$ cat config.mk
export PLATFORM = sky130hd
export DESIGN_NAME = interrupt_sequencer
export DESIGN_NICKNAME = d
export VERILOG_FILES = /design/src/rtl/interrupt_sequencer_pkg.sv /design/src/rtl/interrupt_sequencer_int_pending_latch.sv /design/src/rtl/interrupt_sequencer.sv
export SDC_FILE = /design/constraint.sdc
export NUM_CORES = 1
export LEC_CHECK = 0
export ABC_AREA = 1
export CORE_MARGIN = 2
export CORE_UTILIZATION = 46
export DETAILED_ROUTE_END_ITERATION = 7
export PLACE_DENSITY = 0.82
export SLEW_MARGIN = 20
export SYNTH_ARGS = -nofsm -noshare
export SYNTH_HDL_FRONTEND = slang
export SYNTH_SLANG_ARGS = --single-unit
$ cat constraint.sdc
create_clock -name clk -period 3.6 [get_ports clk]
set_clock_uncertainty 0.2 [all_clocks]
set_input_delay 0.9 -clock clk [delete_from_list [all_inputs] [get_ports clk]]
set_output_delay 0.9 -clock clk [all_outputs]
set_load 0.02 [all_outputs]
$ cat src/rtl/interrupt_sequencer_pkg.sv
// Shared types and widths for the interrupt entry / RTI return sequencer.
package interrupt_sequencer_pkg;

  localparam int FLAG_W = 3;
  localparam int WORD_W = 16;
  localparam int PC_W   = 2 * WORD_W;

  localparam logic [PC_W-1:0] DEFAULT_INT_VECTOR = 32'h0000_0000;

  typedef enum logic [3:0] {
    S_IDLE,
    S_DRAIN_I,
    S_PUSH_HI,
    S_PUSH_LO,
    S_PUSH_FL,
    S_VECTOR,
    S_DRAIN_R,
    S_POP_FL,
    S_POP_LO,
    S_POP_HI,
    S_RESUME
  } state_t;

  // Flags travel through the stack zero-extended to a full word.
  function automatic logic [WORD_W-1:0] flags_to_word(input logic [FLAG_W-1:0] f);
    return {{(WORD_W - FLAG_W){1'b0}}, f};
  endfunction

endpackage

$ cat src/rtl/interrupt_sequencer_int_pending_latch.sv
// Rising-edge detector on int_req feeding a set/clear pending flop.
// A set and a clear in the same cycle leave pending set so no edge is lost.
module int_pending_latch (
  input  logic clk,
  input  logic reset,
  input  logic int_req,
  input  logic clear,
  output logic pending
);

  logic int_req_q;
  logic rise;

  assign rise = int_req & ~int_req_q;

  always_ff @(posedge clk or posedge reset) begin
    if (reset) begin
      int_req_q <= 1'b0;
      pending   <= 1'b0;
    end else begin
      int_req_q <= int_req;
      pending   <= rise | (pending & ~clear);
    end
  end

endmodule

$ cat src/rtl/interrupt_sequencer.sv
// Sequences interrupt entry (drain, push PC/flags, vector) and RTI return
// (drain, pop flags/PC, resume) while borrowing the execute stage stack path.
//
//   state     | meaning
//   ----------+-----------------------------------------------------------
//   S_IDLE    | pipeline runs normally; watches pending / rti_decoded
//   S_DRAIN_I | interrupt: wait for EX/MEM memory ops, then capture flags
//   S_PUSH_HI | push saved_pc[31:16]
//   S_PUSH_LO | push saved_pc[15:0]
//   S_PUSH_FL | push zero-extended saved flags
//   S_VECTOR  | load PC with INT_VECTOR, acknowledge the interrupt
//   S_DRAIN_R | RTI: wait for EX/MEM memory ops
//   S_POP_FL  | pop flags word
//   S_POP_LO  | pop low PC half
//   S_POP_HI  | pop high PC half
//   S_RESUME  | reload PC and flag register from the popped words
module interrupt_sequencer
  import interrupt_sequencer_pkg::*;
#(
  parameter logic [PC_W-1:0] INT_VECTOR = DEFAULT_INT_VECTOR
) (
  input  logic              clk,
  input  logic              reset,
  input  logic              int_req,
  input  logic              rti_decoded,
  input  logic              pipe_busy,
  input  logic [PC_W-1:0]   pc_next,
  input  logic [FLAG_W-1:0] flags_in,
  input  logic              mem_ready,
  input  logic [WORD_W-1:0] pop_data,
  output logic              stall_fetch,
  output logic              flush_decode,
  output logic              mem_push,
  output logic              mem_pop,
  output logic [WORD_W-1:0] push_data,
  output logic              pc_load,
  output logic [PC_W-1:0]   pc_load_value,
  output logic              flags_restore_en,
  output logic [FLAG_W-1:0] flags_restore,
  output logic              int_ack,
  output logic              busy
);

  state_t              state;
  state_t              state_nxt;
  logic                pending;
  logic                pend_clear;
  logic                flush_q;
  logic [PC_W-1:0]     saved_pc;
  logic [FLAG_W-1:0]   saved_flags;
  logic [WORD_W-1:0]   pop_lo;
  logic [WORD_W-1:0]   pop_hi;

  int_pending_latch u_pend (
    .clk     (clk),
    .reset   (reset),
    .int_req (int_req),
    .clear   (pend_clear),
    .pending (pending)
  );

  // Pending is consumed exactly when IDLE commits to interrupt entry.
  assign pend_clear = (state == S_IDLE) && pending;

  always_comb begin
    state_nxt = state;
    case (state)
      S_IDLE: begin
        if (pending)          state_nxt = S_DRAIN_I;
        else if (rti_decoded) state_nxt = S_DRAIN_R;
      end
      S_DRAIN_I: if (!pipe_busy) state_nxt = S_PUSH_HI;
      S_PUSH_HI: if (mem_ready)  state_nxt = S_PUSH_LO;
      S_PUSH_LO: if (mem_ready)  state_nxt = S_PUSH_FL;
      S_PUSH_FL: if (mem_ready)  state_nxt = S_VECTOR;
      S_VECTOR:                  state_nxt = S_IDLE;
      S_DRAIN_R: if (!pipe_busy) state_nxt = S_POP_FL;
      S_POP_FL:  if (mem_ready)  state_nxt = S_POP_LO;
      S_POP_LO:  if (mem_ready)  state_nxt = S_POP_HI;
      S_POP_HI:  if (mem_ready)  state_nxt = S_RESUME;
      S_RESUME:                  state_nxt = S_IDLE;
      default:                   state_nxt = S_IDLE;
    endcase
  end

  always_ff @(posedge clk or posedge reset) begin
    if (reset) begin
      state   <= S_IDLE;
      flush_q <= 1'b0;
    end else begin
      state   <= state_nxt;
      flush_q <= (state == S_IDLE) && (state_nxt != S_IDLE);
    end
  end

  // Flags are taken on the last drain cycle so in-flight ALU updates land first.
  always_ff @(posedge clk or posedge reset) begin
    if (reset) begin
      saved_pc    <= '0;
      saved_flags <= '0;
      pop_lo      <= '0;
      pop_hi      <= '0;
    end else begin
      case (state)
        S_IDLE:    if (pending)    saved_pc    <= pc_next;
        S_DRAIN_I: if (!pipe_busy) saved_flags <= flags_in;
        S_POP_FL:  if (mem_ready)  saved_flags <= pop_data[FLAG_W-1:0];
        S_POP_LO:  if (mem_ready)  pop_lo      <= pop_data;
        S_POP_HI:  if (mem_ready)  pop_hi      <= pop_data;
        default: ;
      endcase
    end
  end

  always_comb begin
    busy             = (state != S_IDLE);
    stall_fetch      = (state != S_IDLE);
    mem_push         = 1'b0;
    mem_pop          = 1'b0;
    push_data        = '0;
    pc_load          = 1'b0;
    pc_load_value    = '0;
    flags_restore_en = 1'b0;
    flags_restore    = '0;
    int_ack          = 1'b0;
    case (state)
      S_PUSH_HI: begin
        mem_push  = 1'b1;
        push_data = saved_pc[PC_W-1:WORD_W];
      end
      S_PUSH_LO: begin
        mem_push  = 1'b1;
        push_data = saved_pc[WORD_W-1:0];
      end
      S_PUSH_FL: begin
        mem_push  = 1'b1;
        push_data = flags_to_word(saved_flags);
      end
      S_VECTOR: begin
        pc_load       = 1'b1;
        pc_load_value = INT_VECTOR;
        int_ack       = 1'b1;
      end
      S_POP_FL, S_POP_LO, S_POP_HI: mem_pop = 1'b1;
      S_RESUME: begin
        pc_load          = 1'b1;
        pc_load_value    = {pop_hi, pop_lo};
        flags_restore_en = 1'b1;
        flags_restore    = saved_flags;
      end
      default: ;
    endcase
  end

  assign flush_decode = flush_q;

endmodule

Yosys cells after proc, flatten, opt, wreduce, memory -nomap -nowiden
Cells that the tools add are included.
- equality and inequality tests: 12
- muxes and demuxes: 22
- bitwise gates (word level): 5
- reductions and logical operators: 13
- operator list (kind ; count):
    one-hot mux 16 bit (3 select lines) ; 1
    2-to-1 mux 4 bit ; 10
    one-hot mux 4 bit (9 select lines) ; 1
    2-to-1 mux 32 bit ; 1
    == test 4 x 3 -> 1 bit (second input constant) ; 4
    == test 4 bit (second input constant) ; 3
    2-to-1 mux 3 bit ; 3
    == test 4 x 2 -> 1 bit (second input constant) ; 2
    nonzero test 4 bit ; 2
    one-hot mux 3 bit (2 select lines) ; 1
    AND reduction 2 bit ; 3
    OR reduction 3 bit ; 2
    2-to-1 mux 1 bit ; 5
    == test 4 x 1 -> 1 bit (second input constant) ; 1
    zero test 4 bit ; 1
    inequality test 2 bit (second input constant) ; 2
    AND reduction 3 bit ; 1
    AND 1 bit ; 2
    logical AND 1 bit ; 2
    NOT 1 bit ; 2
    nonzero test 2 bit ; 1
    OR reduction 2 bit ; 1
    OR 1 bit ; 1
- register bits: 74
- bits of input ports: 57
- logic and storage cells: 60

Longest topological paths before layout
- depth in word-level cells: 5
- gate-level depth with buffers: 10
- mapped depth without buffers: 9

Hierarchy
A second synthesis with hierarchy kept.
- cells, all modules: 441
- area total of the unflattened synthesis: 3513.4 µm²
- by module, submodules not included (module ; times used ; cells an instance ; area an instance (µm²)):
    interrupt_sequencer ; 1 ; 433 ; 3440.8
    int_pending_latch ; 1 ; 8 ; 72.6

Least setup slack after synthesis
Ideal clock, no wire load.
- kind: flip-flop to output port
- start: register state[2]
- end: output pc_load_value[10]
- arrival time: 1600 ps
- path slack: 900 ps
- stages on the path, launching flop included: 7
- buffers on the path: 1
- cells stage by stage: dfrtp_1 inv_2 nand2_1 nor2_1 inv_2 buf_2 nor2_1
- longest elaborated chain between the ends: 2
- RTL lines (element ; line ; text):
    start: declaration ; interrupt_sequencer.sv:44 ; state_t state;
    start signal: assignment ; interrupt_sequencer.sv:91 ; state <= state_nxt;
    == test 4 bit ; interrupt_sequencer.sv:126 ; case (state)
    2-to-1 mux 32 bit ; interrupt_sequencer.sv:126 ;
    end: declaration ; interrupt_sequencer.sv:37 ; output logic [PC_W-1:0] pc_load_value,
Every way passes these cells.

Worst setup path after layout
- start: register state[0]
- end: output push_data[2]
- longest elaborated chain between the ends: 2
- elaborated cells on any way between the ends: 4
- RTL lines (element ; line ; text):
    == test 4 x 3 -> 1 bit or == test 4 x 2 -> 1 bit (tied branches) ; interrupt_sequencer.sv:126 ;
    one-hot mux 16 bit (3 select lines) * ; interrupt_sequencer.sv:126 ;
    end: declaration ; interrupt_sequencer.sv:35 ; output logic [WORD_W-1:0] push_data,
Every way passes the cells marked *; elsewhere a longest branch is shown, timed or not.

==> impl_metrics.yaml <==
timing:
  finalSetupViolations: 0
  rsz0062_at_grt: "false"
  finalMaxSlewViolations: 0
  setup_tns_ps: 0
  setup_slack_ps: 138
  fmax_mhz: 289
  slew_headroom_pct: 63.0
  worstMarginPinSlew_ps: 555
  period_share_pct: 96.2
  hold_viol: 0
  finalCriticalPeriod_ps: 3460
floorplan:
  die_x_um: 91.1
  initial_core_util_pct: 47.9
  coreArea_mm2: 0.00729
  rows: 31
  die_h_um: 91.1
  dieArea_mm2: 0.00830
  io_pins: 116
setup_path:
  required_ps: 2500
  crit_start: "state[0]"
  rr_startpoint: "state[1]"
  critPathMaxFanout: 17
  regToRegSetupSlack_ps: 1810
  cp-start-kind: "flop"
  cp-end-kind: "output pin"
  reg2reg_depth: 8
  critPathKind: "reg2out"
  critPathCapture: "push_data[2]"
  r2r_end: "flush_decode"
  arrival_ps: 2360
place:
  placed_area_mm2: 0.00466
  dp_hpwl_um: 6140
  place_ws_ps: 455
  port_buffers: 115
  gp_congestion: 0.863
  placed_cells: 633
synthesis:
  synth_fp_nets: 491
  ys_warn_count: 0
  syn_inst: 434
  syn_avg_cell_area_um2: 8.05
  ys_seq_area_share_pct: 53.0
  synth_area_mm2: 0.00349
  synth_seq_cells: 74
  synthDistinctLibCells: 25
cts:
  clock-root-buffer: "clkbuf_8"
  cts_resized: 0
  cts.sinks: 74
  clk_latency_ps: 320
  htreeDepth: 3
  cts_made_buffers: 9
  cts_tree: "done"
  postCtsSetupBuffers: 0
  cts_max_path_buffers: 2
  hold_buffers: 0
  clkTransAtPathRegs_ps: 80
route:
  drtIter0Drc: 107
  wirelength_um: 8430
  first_pass_iters: 4
  vias: 3081
  final_antenna_net_count: 0
  vias_per_cell: 4.75
  wl_per_cell_um: 13.0
  post-route-drc-count: 0
cells_and_area:
  multiInputGateArea_mm2: 0.00117
  fillers: 632
  drive_gt1_share_pct: 6.19
  final_nets: 602
  n_antenna_cell: 0
  register_area_mm2: 0.00185
  area_delta_synth_final_pct: 39.7
  final_cells: 648
  design_area_mm2: 0.00488
flow_run:
  max_cap_viol_count: 0
power:
  ir_worst_vdd_mv: 0.324
  leakage_nw: 2.28
  power_density_mw_per_mm2: 744
grt:
  grt_max_degree: 65
  grt_pass1_wl_um: 14200
  grtUsageTotal_pct: 20.8
  antenna_found_initial: 0
  overflow: 0
  grt_pass1_vias: 3075
status:
  outcome: "finished, final reports clean"
min_path:
  hold_class: "reg2reg"
[kinds of logic (layout without fill, tap and decap cells)]
kind of cell,Yosys count,after routing,share of synthesized area [%]
AO/OA/AOI/OAI,89,89,13.7
buffers and inverters,105,220,13.3
flip-flops,74,74,53.0
AND/OR/NAND/NOR,166,166,20.0
[synthesized netlist by cell type]
library cell   n  area (um^2)
nand3_1       10         50.1
nand2_1       90          338
nor2_1        56          210
o21ai_0       66          330
inv_1         81          304
nand3_2        1         10.0
clkinv_1       1         3.75
clkbuf_1       2         7.51
a21oi_1        1         5.00
nand2_2        3         18.8
nor3_1         1         5.00
buf_1          1         3.75
nor2_8         1         20.0
inv_2          3         11.3
buf_4          1         7.51
buf_2          8         40.0
o21ai_1        2         10.0
o221ai_1       3         26.3
buf_6          7         78.8
nor2_4         3         33.8
o22ai_1       14         87.6
a31oi_1        3         18.8
clkinv_4       1         8.76
dfrtp_1       74         1850
nand2_4        1         11.3
[through the flow]
step / util (%) / hold WS (ps) / total power [mW]
2_1_floorplan: - / 209 / 2.45
6_report: 66.9 / 245 / 3.63
4_1_cts: 66.9 / 248 / 3.66
3_5_place_dp: 63.9 / 239 / 2.96
5_1_grt: 66.9 / 284 / 3.93
3_3_place_gp: 63.9 / 214 / 2.91
[layout by cell type (no fill, tap or decap)]
master and instances:
nor2_1 56, nand3_1 10, o21ai_1 2, o221ai_1 3
clkinv_1 1, o22ai_1 14, inv_2 4, o21ai_0 66
nand2_4 1, nor2_4 3, clkdlybuf4s50_1 115, a21oi_1 1
clkinv_2 2, bufinv_16 2, nand2_1 90, clkinv_4 2
nor2_8 1, dfrtp_1 73, nand3_2 1, inv_1 80
buf_4 4, clkbuf_8 10, dfrtp_2 1, nand2_2 3
a31oi_1 3, nor3_1 1
[area by class of cell]
cell class | instances | area share [%]
sequential | 74 | 38.0
clock buffer | 10 | 2.82
clock inverter | 5 | 1.62
multi-input combinational | 255 | 24.1
inverter | 86 | 6.72
tap | 99 | 2.54
timing repair buffer | 119 | 24.2
[metal layers]
metal	global-route usage [%]	routed length, um
met4	5.68	55
met1	28.2	3860
met5	0	0
met3	5.48	581
met2	33.2	3940
[worst min-delay path by stage]
stage	endpoint	depth (start not counted)	from	slack, ps
after floorplan	u_pend.pending	1	u_pend.int_req_q	210
after global routing	u_pend.pending	1	u_pend.int_req_q	280
final	u_pend.pending	1	u_pend.int_req_q	250
after global placement	u_pend.pending	1	u_pend.int_req_q	210
after CTS	u_pend.pending	1	u_pend.int_req_q	250
after detailed placement	u_pend.pending	1	u_pend.int_req_q	240
[registers in the layout, summed over array words and instances (netlist names)]
name / count
flush_decode: 1
pop_hi: 16
pop_lo: 16
saved_flags: 3
saved_pc: 32
state: 4
u_pend.int_req_q: 1
u_pend.pending: 1
[worst max-delay path, cell delays in order, from the launching register on]
cell	delay [ps]
dfrtp_1	480
nand2_1	150
clkinv_1	190
nand2_2	260
o221ai_1	310
clkdlybuf4s50_1	650
[power breakdown]
part	total [mW]	leakage [nW]	internal (mW)	switching, mW
logic	1.55	1.30	0.595	0.960
registers	1.39	0.867	1.24	0.149
clock network	0.690	0.112	0.404	0.285
total	3.63	2.28	2.24	1.39
Power figures use the tool's default switching activity.
